## src/rtl/hbridge_pkg.sv

```systemverilog
// Shared types and default timing constants for the H-bridge driver and its dead-time legs.
package hbridge_pkg;

    localparam int DEAD_CYCLES_DEF   = 8;
    localparam int SWITCH_CYCLES_DEF = 16;

    typedef enum logic [1:0] {
        IDLE = 2'd0,
        POS  = 2'd1,
        NEG  = 2'd2,
        REV  = 2'd3
    } bridge_state_t;

    typedef enum logic [1:0] {
        OFF   = 2'd0,
        HI_ON = 2'd1,
        LO_ON = 2'd2,
        DEAD  = 2'd3
    } leg_state_t;

    typedef struct packed {
        bridge_state_t bridge;
        leg_state_t    leg_a;
        leg_state_t    leg_b;
    } dbg_t;

endpackage

```

## src/rtl/halfbridge_leg.sv

```systemverilog
// One half-bridge leg: turns the requested FET on only after DEAD_CYCLES cycles with both FETs off.
module halfbridge_leg
    import hbridge_pkg::*;
#(
    parameter int DEAD_CYCLES = DEAD_CYCLES_DEF
) (
    input  logic       clk,
    input  logic       rst_n,
    input  logic       run_i,
    input  logic       req_hi_i,
    output logic       hi_o,
    output logic       lo_o,
    output leg_state_t state_o
);

    localparam logic [7:0] DEAD_LOAD = 8'(DEAD_CYCLES);

    leg_state_t state_q;
    logic [7:0] cnt_q;
    logic [7:0] cnt_dec;
    logic       hi_q;
    logic       lo_q;

    // Counter parks at zero instead of wrapping.
    assign cnt_dec = (cnt_q != 8'd0) ? (cnt_q - 8'd1) : 8'd0;

    always_ff @(posedge clk or negedge rst_n) begin
        if (!rst_n) begin
            state_q <= OFF;
            cnt_q   <= 8'd0;
            hi_q    <= 1'b0;
            lo_q    <= 1'b0;
        end else if (!run_i) begin
            state_q <= OFF;
            cnt_q   <= 8'd0;
            hi_q    <= 1'b0;
            lo_q    <= 1'b0;
        end else begin
            case (state_q)
                OFF: begin
                    state_q <= DEAD;
                    cnt_q   <= DEAD_LOAD;
                    hi_q    <= 1'b0;
                    lo_q    <= 1'b0;
                end
                HI_ON: begin
                    if (!req_hi_i) begin
                        state_q <= DEAD;
                        cnt_q   <= DEAD_LOAD;
                        hi_q    <= 1'b0;
                    end
                end
                LO_ON: begin
                    if (req_hi_i) begin
                        state_q <= DEAD;
                        cnt_q   <= DEAD_LOAD;
                        lo_q    <= 1'b0;
                    end
                end
                DEAD: begin
                    // The side to switch on is whatever is requested when the count runs out.
                    cnt_q <= cnt_dec;
                    if (cnt_dec == 8'd0) begin
                        state_q <= req_hi_i ? HI_ON : LO_ON;
                        hi_q    <= req_hi_i;
                        lo_q    <= ~req_hi_i;
                    end
                end
                default: begin
                    state_q <= OFF;
                    cnt_q   <= 8'd0;
                    hi_q    <= 1'b0;
                    lo_q    <= 1'b0;
                end
            endcase
        end
    end

    assign hi_o    = hi_q;
    assign lo_o    = lo_q;
    assign state_o = state_q;

endmodule

```

## src/rtl/hbridge_driver.sv

```systemverilog
// H-bridge driver: registered inputs, IDLE/POS/NEG/REV sequencing and two dead-time legs.
// Define FAULT_LATCH_EN to latch faults until clearFault; otherwise faulted follows faultN.
module hbridge_driver
    import hbridge_pkg::*;
#(
    parameter int DEAD_CYCLES   = DEAD_CYCLES_DEF,
    parameter int SWITCH_CYCLES = SWITCH_CYCLES_DEF
) (
    input  logic clk,
    input  logic reset,
    input  logic enable,
    input  logic signIn,
    input  logic carrierIn,
    input  logic faultN,
    input  logic clearFault,
    output logic hiA,
    output logic loA,
    output logic hiB,
    output logic loB,
    output logic faulted,
    output dbg_t dbg_o
);

    localparam logic [7:0] SWITCH_LOAD = 8'(SWITCH_CYCLES);

    logic          enable_q;
    logic          sign_q;
    logic          carrier_q;
    logic          fault_q;
    logic          fault_act;
    bridge_state_t state_q;
    bridge_state_t state_d;
    logic [7:0]    rev_cnt_q;
    logic [7:0]    rev_dec;
    logic          leg_run;
    logic          req_hi_a;
    logic          req_hi_b;
    leg_state_t    leg_a_state;
    leg_state_t    leg_b_state;

    // faultN is kept inverted so every input register clears to 0 on reset.
    always_ff @(posedge clk or negedge reset) begin
        if (!reset) begin
            enable_q  <= 1'b0;
            sign_q    <= 1'b0;
            carrier_q <= 1'b0;
            fault_q   <= 1'b0;
        end else begin
            enable_q  <= enable;
            sign_q    <= signIn;
            carrier_q <= carrierIn;
            fault_q   <= ~faultN;
        end
    end

`ifdef FAULT_LATCH_EN
    logic latch_q;

    always_ff @(posedge clk or negedge reset) begin
        if (!reset) begin
            latch_q <= 1'b0;
        end else if (fault_q) begin
            latch_q <= 1'b1;
        end else if (clearFault) begin
            latch_q <= 1'b0;
        end
    end

    assign fault_act = fault_q | latch_q;
    assign faulted   = latch_q;
`else
    logic unused_clear;

    assign unused_clear = clearFault;
    assign fault_act    = fault_q;
    assign faulted      = fault_q;
`endif

    assign rev_dec = (rev_cnt_q != 8'd0) ? (rev_cnt_q - 8'd1) : 8'd0;

    always_comb begin
        state_d = state_q;
        if (!enable_q || fault_act) begin
            state_d = IDLE;
        end else begin
            case (state_q)
                IDLE:    state_d = sign_q ? NEG : POS;
                POS:     if (sign_q)  state_d = REV;
                NEG:     if (!sign_q) state_d = REV;
                REV:     if (rev_dec == 8'd0) state_d = sign_q ? NEG : POS;
                default: state_d = IDLE;
            endcase
        end
    end

    always_ff @(posedge clk or negedge reset) begin
        if (!reset) begin
            state_q   <= IDLE;
            rev_cnt_q <= 8'd0;
        end else begin
            state_q <= state_d;
            if (state_d == REV) begin
                rev_cnt_q <= (state_q == REV) ? rev_dec : SWITCH_LOAD;
            end else begin
                rev_cnt_q <= 8'd0;
            end
        end
    end

    // Legs follow the next state so gates drop on the same edge the bridge leaves POS/NEG.
    assign leg_run  = (state_d == POS) || (state_d == NEG);
    assign req_hi_a = (state_d == POS) && carrier_q;
    assign req_hi_b = (state_d == NEG) && carrier_q;

    halfbridge_leg #(.DEAD_CYCLES(DEAD_CYCLES)) u_leg_a (
        .clk      (clk),
        .rst_n    (reset),
        .run_i    (leg_run),
        .req_hi_i (req_hi_a),
        .hi_o     (hiA),
        .lo_o     (loA),
        .state_o  (leg_a_state)
    );

    halfbridge_leg #(.DEAD_CYCLES(DEAD_CYCLES)) u_leg_b (
        .clk      (clk),
        .rst_n    (reset),
        .run_i    (leg_run),
        .req_hi_i (req_hi_b),
        .hi_o     (hiB),
        .lo_o     (loB),
        .state_o  (leg_b_state)
    );

    assign dbg_o.bridge = state_q;
    assign dbg_o.leg_a  = leg_a_state;
    assign dbg_o.leg_b  = leg_b_state;

endmodule
```

## config.mk

```make
export PLATFORM = sky130hd
export DESIGN_NAME = hbridge_driver
export DESIGN_NICKNAME = d
export VERILOG_FILES = /design/src/rtl/hbridge_pkg.sv /design/src/rtl/halfbridge_leg.sv /design/src/rtl/hbridge_driver.sv
export SDC_FILE = /design/constraint.sdc
export NUM_CORES = 1
export LEC_CHECK = 0
export BUFFER_PORTS_ARGS = -buffer_cell sky130_fd_sc_hd__clkbuf_2
export CORE_MARGIN = 5
export CORE_UTILIZATION = 64
export DETAILED_ROUTE_END_ITERATION = 12
export PLACE_DENSITY = 0.81
export SLEW_MARGIN = 20
export SYNTH_ARGS = -nofsm -noshare
export SYNTH_HDL_FRONTEND = slang
export SYNTH_SLANG_ARGS = --single-unit
export TNS_END_PERCENT = 30
```

## constraint.sdc

```tcl
create_clock -name clk -period 9.15 [get_ports clk]
set_input_delay 1.3725 -clock clk [delete_from_list [all_inputs] [get_ports clk]]
set_output_delay 1.3725 -clock clk [all_outputs]
set_load 0.01 [all_outputs]
```

# Yosys cells after proc, flatten, opt, wreduce, memory -nomap -nowiden
# Cells that the tools add are included.
totals:
  reg_bits: 38
  inputBits: 7
  out_inout_bits: 11
  wordCells: 111
classes:
  n_addsub: 3
  n_eq_ne: 22
  muxes: 47
  n_bitwise: 3
  n_reduce_logical: 22
ops:
  columns: ["operator", "count"]
  rows:
  - ["8-bit two-way mux", 11]
  - ["8-bit case mux with 4 select lines", 2]
  - ["2-bit two-way mux", 15]
  - ["8-bit zero test", 3]
  - ["2-bit case mux with 4 select lines", 3]
  - ["8-bit nonzero test", 3]
  - ["8-bit by 1-bit subtractor with 8-bit output (second input constant)", 3]
  - ["3-bit AND reduction", 6]
  - ["2-bit == test (second input constant)", 8]
  - ["1-bit two-way mux", 12]
  - ["3-bit != test (second input constant)", 4]
  - ["1-bit case mux with 3 select lines", 4]
  - ["2-bit by 1-bit == test with 1-bit output (second input constant)", 4]
  - ["4-bit by 1-bit != test with 1-bit output (second input constant)", 2]
  - ["4-bit != test (second input constant)", 2]
  - ["2-bit zero test", 3]
  - ["3-bit by 2-bit != test with 1-bit output (second input constant)", 2]
  - ["2-bit AND reduction", 2]
  - ["1-bit inverter", 3]
  - ["1-bit logical AND", 2]
  - ["1-bit logical OR", 2]
  - ["1-bit zero test", 1]

# Longest topological paths before layout
# Gate-level depths: netlist of the first run.
logic_depth:
  ltp_word: 12
  mapped_depth: 13
  ltp_nobuf: 13

# Hierarchy
# A second synthesis of the first run with hierarchy kept.
unflattened:
  cells_unflattened: 260
  hier_area_um2: 2467.4
by_module_without_submodules:
  columns: ["mod", "n_inst", "cells_per_inst", "area_per_inst_um2", "seq_area_each_um2"]
  rows:
  - ["halfbridge_leg", 2, 94, 870.8, 300.3]
  - ["hbridge_driver", 1, 72, 725.7, 350.3]

# Least setup slack after synthesis of the first run
# OpenSTA, ideal clock, no wires.
synth_timing:
  path_type: "register to register"
  start: "register rev_cnt_q[3]"
  end: "register u_leg_b.cnt_q[6]"
  setup_ps: 110
  arrival_time_ps: 3131
  required_time_ps: 9040
  path_slack_ps: 5908
  path_stages_with_launch: 10
  n_path_buf: 1
  synth_period_minus_slack_ps: 3242
  cell_sequence: "dfrtp_1 or4_4 or4b_1 buf_2 a41o_1 ha_1 or3b_2 o21ai_1 o21ai_0 o41ai_1"
synth_via:
  elab_chain_cells: 10
  elab_cells_between_ends: 15
  cone_classes: "1 x add/sub; 4 x eq/ne; 5 x mux; 5 x reduce/logical"
synth_rtl:
  columns: ["element", "line_no", "rtl"]
  rows:
  - ["start: declaration", "hbridge_driver.sv:33", "logic [7:0] rev_cnt_q;"]
  - ["start signal: assignment", "hbridge_driver.sv:103", "rev_cnt_q <= (state_q == REV) ? rev_dec : SWITCH_LOAD;"]
  - ["8-bit by 1-bit subtractor with 8-bit output / 8-bit nonzero test (equally long branches)", "hbridge_driver.sv:79", "assign rev_dec = (rev_cnt_q != 8'd0) ? (rev_cnt_q - 8'd1) : 8'd0;"]
  - ["8-bit two-way mux *", "hbridge_driver.sv:79", null]
  - ["8-bit zero test *", "hbridge_driver.sv:90", "REV: if (rev_dec == 8'd0) state_d = sign_q ? NEG : POS;"]
  - ["2-bit two-way mux *", "hbridge_driver.sv:90", null]
  - ["2-bit case mux with 4 select lines *", "hbridge_driver.sv:86", "case (state_q)"]
  - ["2-bit two-way mux *", "hbridge_driver.sv:83", "if (!enable_q || fault_act) begin"]
  - ["via state_d[1]", "hbridge_driver.sv:32", "bridge_state_t state_d;"]
  - ["2-bit by 1-bit == test with 1-bit output / 2-bit == test (equally long branches)", "hbridge_driver.sv:111, hbridge_driver.sv:113", null]
  - ["1-bit logical OR / 1-bit logical AND (equally long branches)", "hbridge_driver.sv:111, hbridge_driver.sv:113", null]
  - ["3-bit != test (no line) / 3-bit by 2-bit != test with 1-bit output (equally long branches)", null, null]
  - ["2-bit AND reduction (no line)", null, null]
  - ["end signal: assignment", "halfbridge_leg.sv:62", "cnt_q <= cnt_dec;"]
  - ["end: declaration", "halfbridge_leg.sv:19", "logic [7:0] cnt_q;"]
# The timed path passes the listed nets; every way through them passes the cells marked *.
# A chain may end at the register's enable or synchronous reset.

# Final worst setup path of the first run
layout_timing:
  start: "register rev_cnt_q[3]"
  end: "register u_leg_b.cnt_q[7]"
# The elaborated chain is that of the path after synthesis.

==> results.txt, run 1 <==
dpl ws - 5.39 ns
CP Launch Point - rev_cnt_q[3]$_DFF_PN0_
worst path arrival time - 4.05 ns
Worst-path clk slew - 0.12 ns
number of buffers added for setup after CTS - 0
DR WL/cell - 14.2 um
Cells after DPL - 297
synth warn - 0
syn_area_per_cell - 9.36 um^2
Switching Power - 0.0911 mW
Worst Hold Class - reg -> reg
Flop pwr share - 53.9%
RSZ-0062 raised after global routing - false
cells along the critical path - or4_4 -> or4b_1 -> a41o_1 -> ha_1 -> or3b_2 -> o21ai_1 -> o21ai_0 -> o21ai_0
Gate power share - 12.9%
Slowest-stage cell, CP - or4b_1
Most used DFF post-synth - dfrtp_1
n_diodes - 0
WS Path Type - reg -> reg
sequential-to-total area share from yosys stat - 42.5%
clk sinks - 38
leak pwr - 1.14 nW
final net count - 275
Layout Cells excl Fill - 305
crit end category - flip-flop
die area - 0.00478 mm^2
status - finished, final reports clean
CTS Buf Count - 5
TritonCTS clock tree - done
Core Rows - 21
fin crit share - 41.5%
Rel. slew slack - 38.3%
clock buffer depth - 2
cell mode on critical path - o21ai_0
DRC - 0
Area Growth Syn to Fin - 8.56%
Yosys top cell area share - 42.5%
clock skew - 0.00538 ns
Final Max Slew Viols - 0
Ports - 18
fin crit period - 3.80 ns
Setup-failing EPs final - 0
Hold Startpoint - rev_cnt_q[0]$_DFF_PN0_
fraction of layout instances using a drive strength above 1 - 13.9%
die span in y - 69.1 um
Die Wd - 69.1 um
synthesized flop and latch total - 38
Clk Tree Root Cell - clkbuf_4
Initial Utilization - 66.5%
GRT overflow - 0
most frequent cells in the layout - dfrtp_1 (38), nor2_1 (25), o21ai_0 (23), nand2_1 (21), clkbuf_2 (16)
Int Power - 0.247 mW
pwr dens - 139 mW/mm^2
number of enable flip-flop cells after synthesis - 0
Worst setup SP type - flip-flop
clock share of power - 33.2%
CP Data Required Time - 9.40 ns
FFs w/ async S/R, synth - 100%
Yosys cell types - 55
pin count of the biggest net entering global routing - 39
IO Port Bufs - 16
fmax - 0.263 GHz
Fin. Hold Viols - 0
routed vias - 1,831
worst stage delay on the critical path - 0.61 ns
cell taking the most area after synthesis - dfrtp_1
H-Tree Level Count - 2
initial antenna violation count - 0
Mapped Cells - 239
crit-path max FO - 16
initial DRC count - 125
DP Wirelength - 3.01 mm
syn_nets - 256
sw frac - 26.9%
number of hold buffers added after cts - 0
Vias/cell - 6.00
final WL - 4.32 mm
total power - 0.338 mW
Max VDD drop - 0.000102 V
DR pass1 iterations - 4
PostCTS Resize Cnt - 0
worst r2r src - rev_cnt_q[3]$_DFF_PN0_
Overall Global Routing Usage - 19.1%
Setup TNS - 0 ns
cell area after synthesis - 0.00224 mm^2
Max Cap Viol - 0
gpl congestion - 0.852
clk_lat worst skew - 0.34 ns
Routed Antenna Nets - 0
fin worst setup slack - 5.35 ns
actual slew at the worst max-slew pin - 0.925 ns
dominant cells by area after synthesis - dfrtp_1 (43%), ha_1 (5.6%), o21ai_0 (5.1%)
core area - 0.00336 mm^2
commonest non-fill, non-tap cell in the layout - dfrtp_1
vias in the first global route - 1,672
global-route wire length before repair - 7.60 mm
## cell usage after synthesis (all sizes together), types with 5 or more instances
library cell,count
dfrtp,38
o21ai,28
nor2,25
nand2,21
inv,12
a21oi,10
ha,10
xnor2,8
nor2b,6
nand2b,5
nand3,5
nor3,5
nor4,5
## layer usage
metal	wire length, um	track usage [%]
met1	2200	27.6
met2	1910	28.8
met3	157	3.63
met4	57	6.51
met5	0	0
## kinds of logic (layout without fill, tap and decap cells)
group | Yosys count | after routing | synth area share [%]
fa+ha+maj | 10 | 10 | 5.59
simple gates | 92 | 92 | 22.0
flops | 38 | 38 | 42.5
xor+xnor | 9 | 9 | 3.52
buf+inv | 16 | 36 | 3.08
compound gates | 74 | 74 | 23.3
## through the flow
step,hold WS [ns],instance area (um^2),utilization [%]
2_1_floorplan,0.469,2240,-
3_3_place_gp,0.501,2350,69.9
3_5_place_dp,0.510,2350,69.9
4_1_cts,0.527,2430,72.2
5_1_grt,0.565,2430,72.2
6_report,0.526,2430,72.2
## power groups by stage
stage          sequential (mW)  combinational, mW  clock (mW)
3_3_place_gp             0.185             0.0429           0
3_5_place_dp             0.186             0.0433           0
2_1_floorplan            0.184             0.0298           0
4_1_cts                  0.182             0.0437       0.115
5_1_grt                  0.184             0.0493       0.122
6_report                 0.183             0.0435       0.112
## final timing paths
path / endpoint / slack, ns / depth (start not counted)
worst min register to register: rev_cnt_q[0]$_DFF_PN0_ / 0.53 / 1
min in group asynchronous: u_leg_a.cnt_q[6]$_DFFE_PN0P_ / 1.15 / 1
worst min-delay path: rev_cnt_q[0]$_DFF_PN0_ / 0.53 / 1
worst max register to register: u_leg_b.cnt_q[7]$_DFFE_PN0P_ / 5.35 / 8
worst max-delay path: u_leg_b.cnt_q[7]$_DFFE_PN0P_ / 5.35 / 8
max in group asynchronous: enable_q$_DFF_PN0_ / 7.43 / 1
## sequential cells by signal, summed over array words and instances, names as in the netlist, 2 cells and up
| register | flops |
|---|---|
| rev_cnt_q | 8 |
| state_q | 2 |
| u_leg_a.cnt_q | 8 |
| u_leg_a.state_o | 2 |
| u_leg_b.cnt_q | 8 |
| u_leg_b.state_o | 2 |
## critical path, delay by kind of cell, from the launching register on
kind                       cells  cell delay, ns
adders and majority gates      1            0.47
AOI/OAI and AO/OA              4            1.11
and+or+nand+nor                3            1.69
DFF                            1            0.44
## cell type report
type / count / area (um^2)
multi-input cells: 185 / 1220
flip-flops and latches: 38 / 951
fillers: 280 / 935
repair buffers: 16 / 80.1
well taps: 46 / 57.6
inverters: 12 / 45.0
clock inverters: 3 / 40.0
clock buffers: 5 / 37.5
Note: power is estimated with default switching activity, not from simulation.
==> run 2: changes to the inputs <==
ABC_AREA = 1   (was default)
CORE_UTILIZATION = 60   (was 64)
PLACE_DENSITY = 0.77   (was 0.81)
clock period = 3.57 ns   (was 9.15 ns; I/O delays follow)
==> run 2 against run 1 <==
Effect of this change:
- clock power rose to 4.1 times the previous value
- global-route usage up 2.2 points
- largest power group unchanged
- clock-buffer cell count up 1
- highest routed layer unchanged
- via count up 13%
==> results.txt, run 2 <==
status - finished, final reports clean
pin count of the biggest net entering global routing - 39
DR pass1 iterations - 4
Setup TNS - 0 ns
Ports - 18
CP Depth - 17
cells along the critical path - inv_1 -> ha_1 -> inv_1 -> o21ai_0 -> nand3_1 -> nand2_1 -> nor2_1 -> nand3_1 -> nand2_1 -> a21oi_1 -> ha_1 -> nor3_1 -> nand2_1 -> nand2_1 -> inv_1 -> nand2_1 -> o211ai_1
Mapped Cells - 304
Placed Area - 0.00249 mm^2
number of buffers added for setup after CTS - 0
die span in y - 72.3 um
fin worst setup slack - 0.393 ns
leak pwr - 1.37 nW
vias in the first global route - 2,029
crit end category - flip-flop
Clk Tree Root Cell - clkbuf_8
PostCTS Resize Cnt - 0
RSZ-0062 raised after global routing - false
top cell family by delay on the critical path - simple AND/OR/NAND/NOR gates
fmax - 0.315 GHz
Overall Global Routing Usage - 21.3%
Top Registers - rev_cnt_q (8), u_leg_a.cnt_q (8), u_leg_b.cnt_q (8)
worst path arrival time - 3.34 ns
TritonCTS clock tree - done
Max VDD drop - 0.000290 V
FFs w/ async S/R, synth - 100%
simple-gate share of the synthesized area - 35.2%
cell mode on critical path - nand2_1
fraction of layout instances using a drive strength above 1 - 16.1%
most frequent cell after synthesis - nand2_1
CP Data Required Time - 3.73 ns
GRT overflow - 0
sequential-to-total area share from yosys stat - 40.8%
die area - 0.00523 mm^2
initial antenna violation count - 0
Initial Utilization - 62.7%
Max Cap Viol - 0
clock buffer depth - 2
xor and xnor area share after synthesis - 0.751%
core area - 0.00372 mm^2
global-route wire length before repair - 8.87 mm
CTS Buf Count - 5
FF-to-FF path depth - 17
dpl ws - 0.448 ns
DR WL/cell - 12.7 um
final WL - 4.79 mm
Rel. slew slack - 38.3%
cell area after synthesis - 0.00233 mm^2
Worst-path clk slew - 0.08 ns
final core utilization - 70.7%
number of hold buffers added after cts - 0
Die Wd - 72.3 um
Slowest-stage cell, CP - dfrtp_1
Final Max Slew Viols - 0
Synth Area in Compound Gates - 9.88%
cell taking the most area after synthesis - dfrtp_1
Yosys top cell area share - 40.8%
crit path buf inv count - 3
clk_lat worst skew - 0.29 ns
combinational family with the most area after synthesis - simple AND/OR/NAND/NOR gates
Most used DFF post-synth - dfrtp_1
final net count - 346
actual slew at the worst max-slew pin - 0.925 ns
Worst setup SP type - flip-flop
adder-cell share of the synthesized area - 5.37%
IO Port Bufs - 16
CP Launch Point - rev_cnt_q[0]$_DFF_PN0_
Worst Hold Class - in -> reg
clock skew - 0.00514 ns
worst r2r src - rev_cnt_q[0]$_DFF_PN0_
H-Tree Level Count - 2
fin crit period - 3.18 ns
worst stage delay on the critical path - 0.41 ns
Routed Antenna Nets - 0
crit-path max FO - 8
pwr dens - 419 mW/mm^2
Vias/cell - 5.49
R2R setup slack - 0.39 ns
routed vias - 2,076
final instance area - 0.00263 mm^2
commonest non-fill, non-tap cell in the layout - nand2_1
gpl congestion - 0.889
Area Growth Syn to Fin - 12.8%
Setup-failing EPs final - 0
dominant cells by area after synthesis - dfrtp_1 (41%), nand2_1 (11%), inv_1 (7.9%)
Yosys cell types - 28
DP Wirelength - 3.51 mm
initial DRC count - 120
number of enable flip-flop cells after synthesis - 0
syn_nets - 321
clk sinks - 38
syn_area_per_cell - 7.67 um^2
synth warn - 0
post-synthesis mux area share - 0%
crit path to - u_leg_b.state_o[0]$_DFFE_PN0P_
synthesized flop and latch total - 38
n_diodes - 0
Fin. Hold Viols - 0
Core Rows - 22
DRC - 0
fin crit share - 89.0%
Min Hold Slack - 0.347 ns
WS Path Type - reg -> reg
synth cell count leaders - nand2_1 (67), inv_1 (49), dfrtp_1 (38)
RR Endpoint - u_leg_b.state_o[0]$_DFFE_PN0P_
most frequent cells in the layout - nand2_1 (67), inv_1 (49), dfrtp_1 (38), nor2_1 (31), nand3_1 (31)
run 2: cell types whose count changed in the layout (fill, tap and decap cells not counted), moves of 8 or more:
cell,delta
o21ai_0,-14
nand2_1,+46
xnor2_1,-8
inv_1,+37
nand3_1,+26
o22ai_1,+10
run 2: area by class of cell:
type	count	area (um^2)
Timing Repair Buffer	18	95.1
Multi-Input combinational cell	216	1190
Clock buffer	6	82.6
Tap cell	48	60.1
Inverter	50	188
Sequential cell	38	951
Clock inverter	2	60.1
Fill cell	319	1090
run 2: worst min path at each step:
stage	depth (start not counted)	startpoint	to	slack [ns]
after global placement	2	u_leg_a.lo_o$_DFFE_PN0P_	u_leg_a.lo_o$_DFFE_PN0P_	0.46
after floorplan	0	reset	carrier_q$_DFF_PN0_	0.24
final	1	carrierIn	carrier_q$_DFF_PN0_	0.35
after global routing	1	carrierIn	carrier_q$_DFF_PN0_	0.33
after CTS	1	carrierIn	carrier_q$_DFF_PN0_	0.34
after detailed placement	2	u_leg_a.lo_o$_DFFE_PN0P_	u_leg_a.lo_o$_DFFE_PN0P_	0.46
run 2: routing by layer:
metal  wire, um  share of wire, %  track usage, %
met5          0                 0               0
met4        109               2.3            7.72
met3        231               4.8            5.26
met2       2260                47            34.8
met1       2190                46            27.4
run 2: cells by family (layout without fill, tap and decap cells):
logic type / Yosys count / in the layout
compound gates: 37 / 37
fa+ha+maj: 10 / 10
buf+inv: 50 / 76
simple gates: 167 / 167
xor+xnor: 2 / 2
flops: 38 / 38
run 2: power breakdown:
group          internal [mW]  switching [mW]  total [mW]
sequential             0.445          0.0157       0.460
combinational         0.0653           0.122       0.188
clock                  0.298           0.156       0.454
total                  0.808           0.294        1.10
run 2: metrics by stage:
| stage | power (mW) | std cells |
|---|---|---|
| 5_1_grt | 1.16 | 378 |
| 4_1_cts | 1.11 | 378 |
| 2_1_floorplan | 0.603 | 304 |
| 6_report | 1.10 | 378 |
| 3_5_place_dp | 0.652 | 370 |
| 3_3_place_gp | 0.647 | 370 |
run 2: worst reg2reg max path: stages, from the launching register on:
cell and delay (ns):
dfrtp_1 0.41, inv_1 0.15, ha_1 0.26, inv_1 0.08
o21ai_0 0.22, nand3_1 0.15, nand2_1 0.09, nor2_1 0.05
nand3_1 0.06, nand2_1 0.06, a21oi_1 0.24, ha_1 0.37
nor3_1 0.27, nand2_1 0.13, nand2_1 0.11, inv_1 0.14
nand2_1 0.15, o211ai_1 0.13
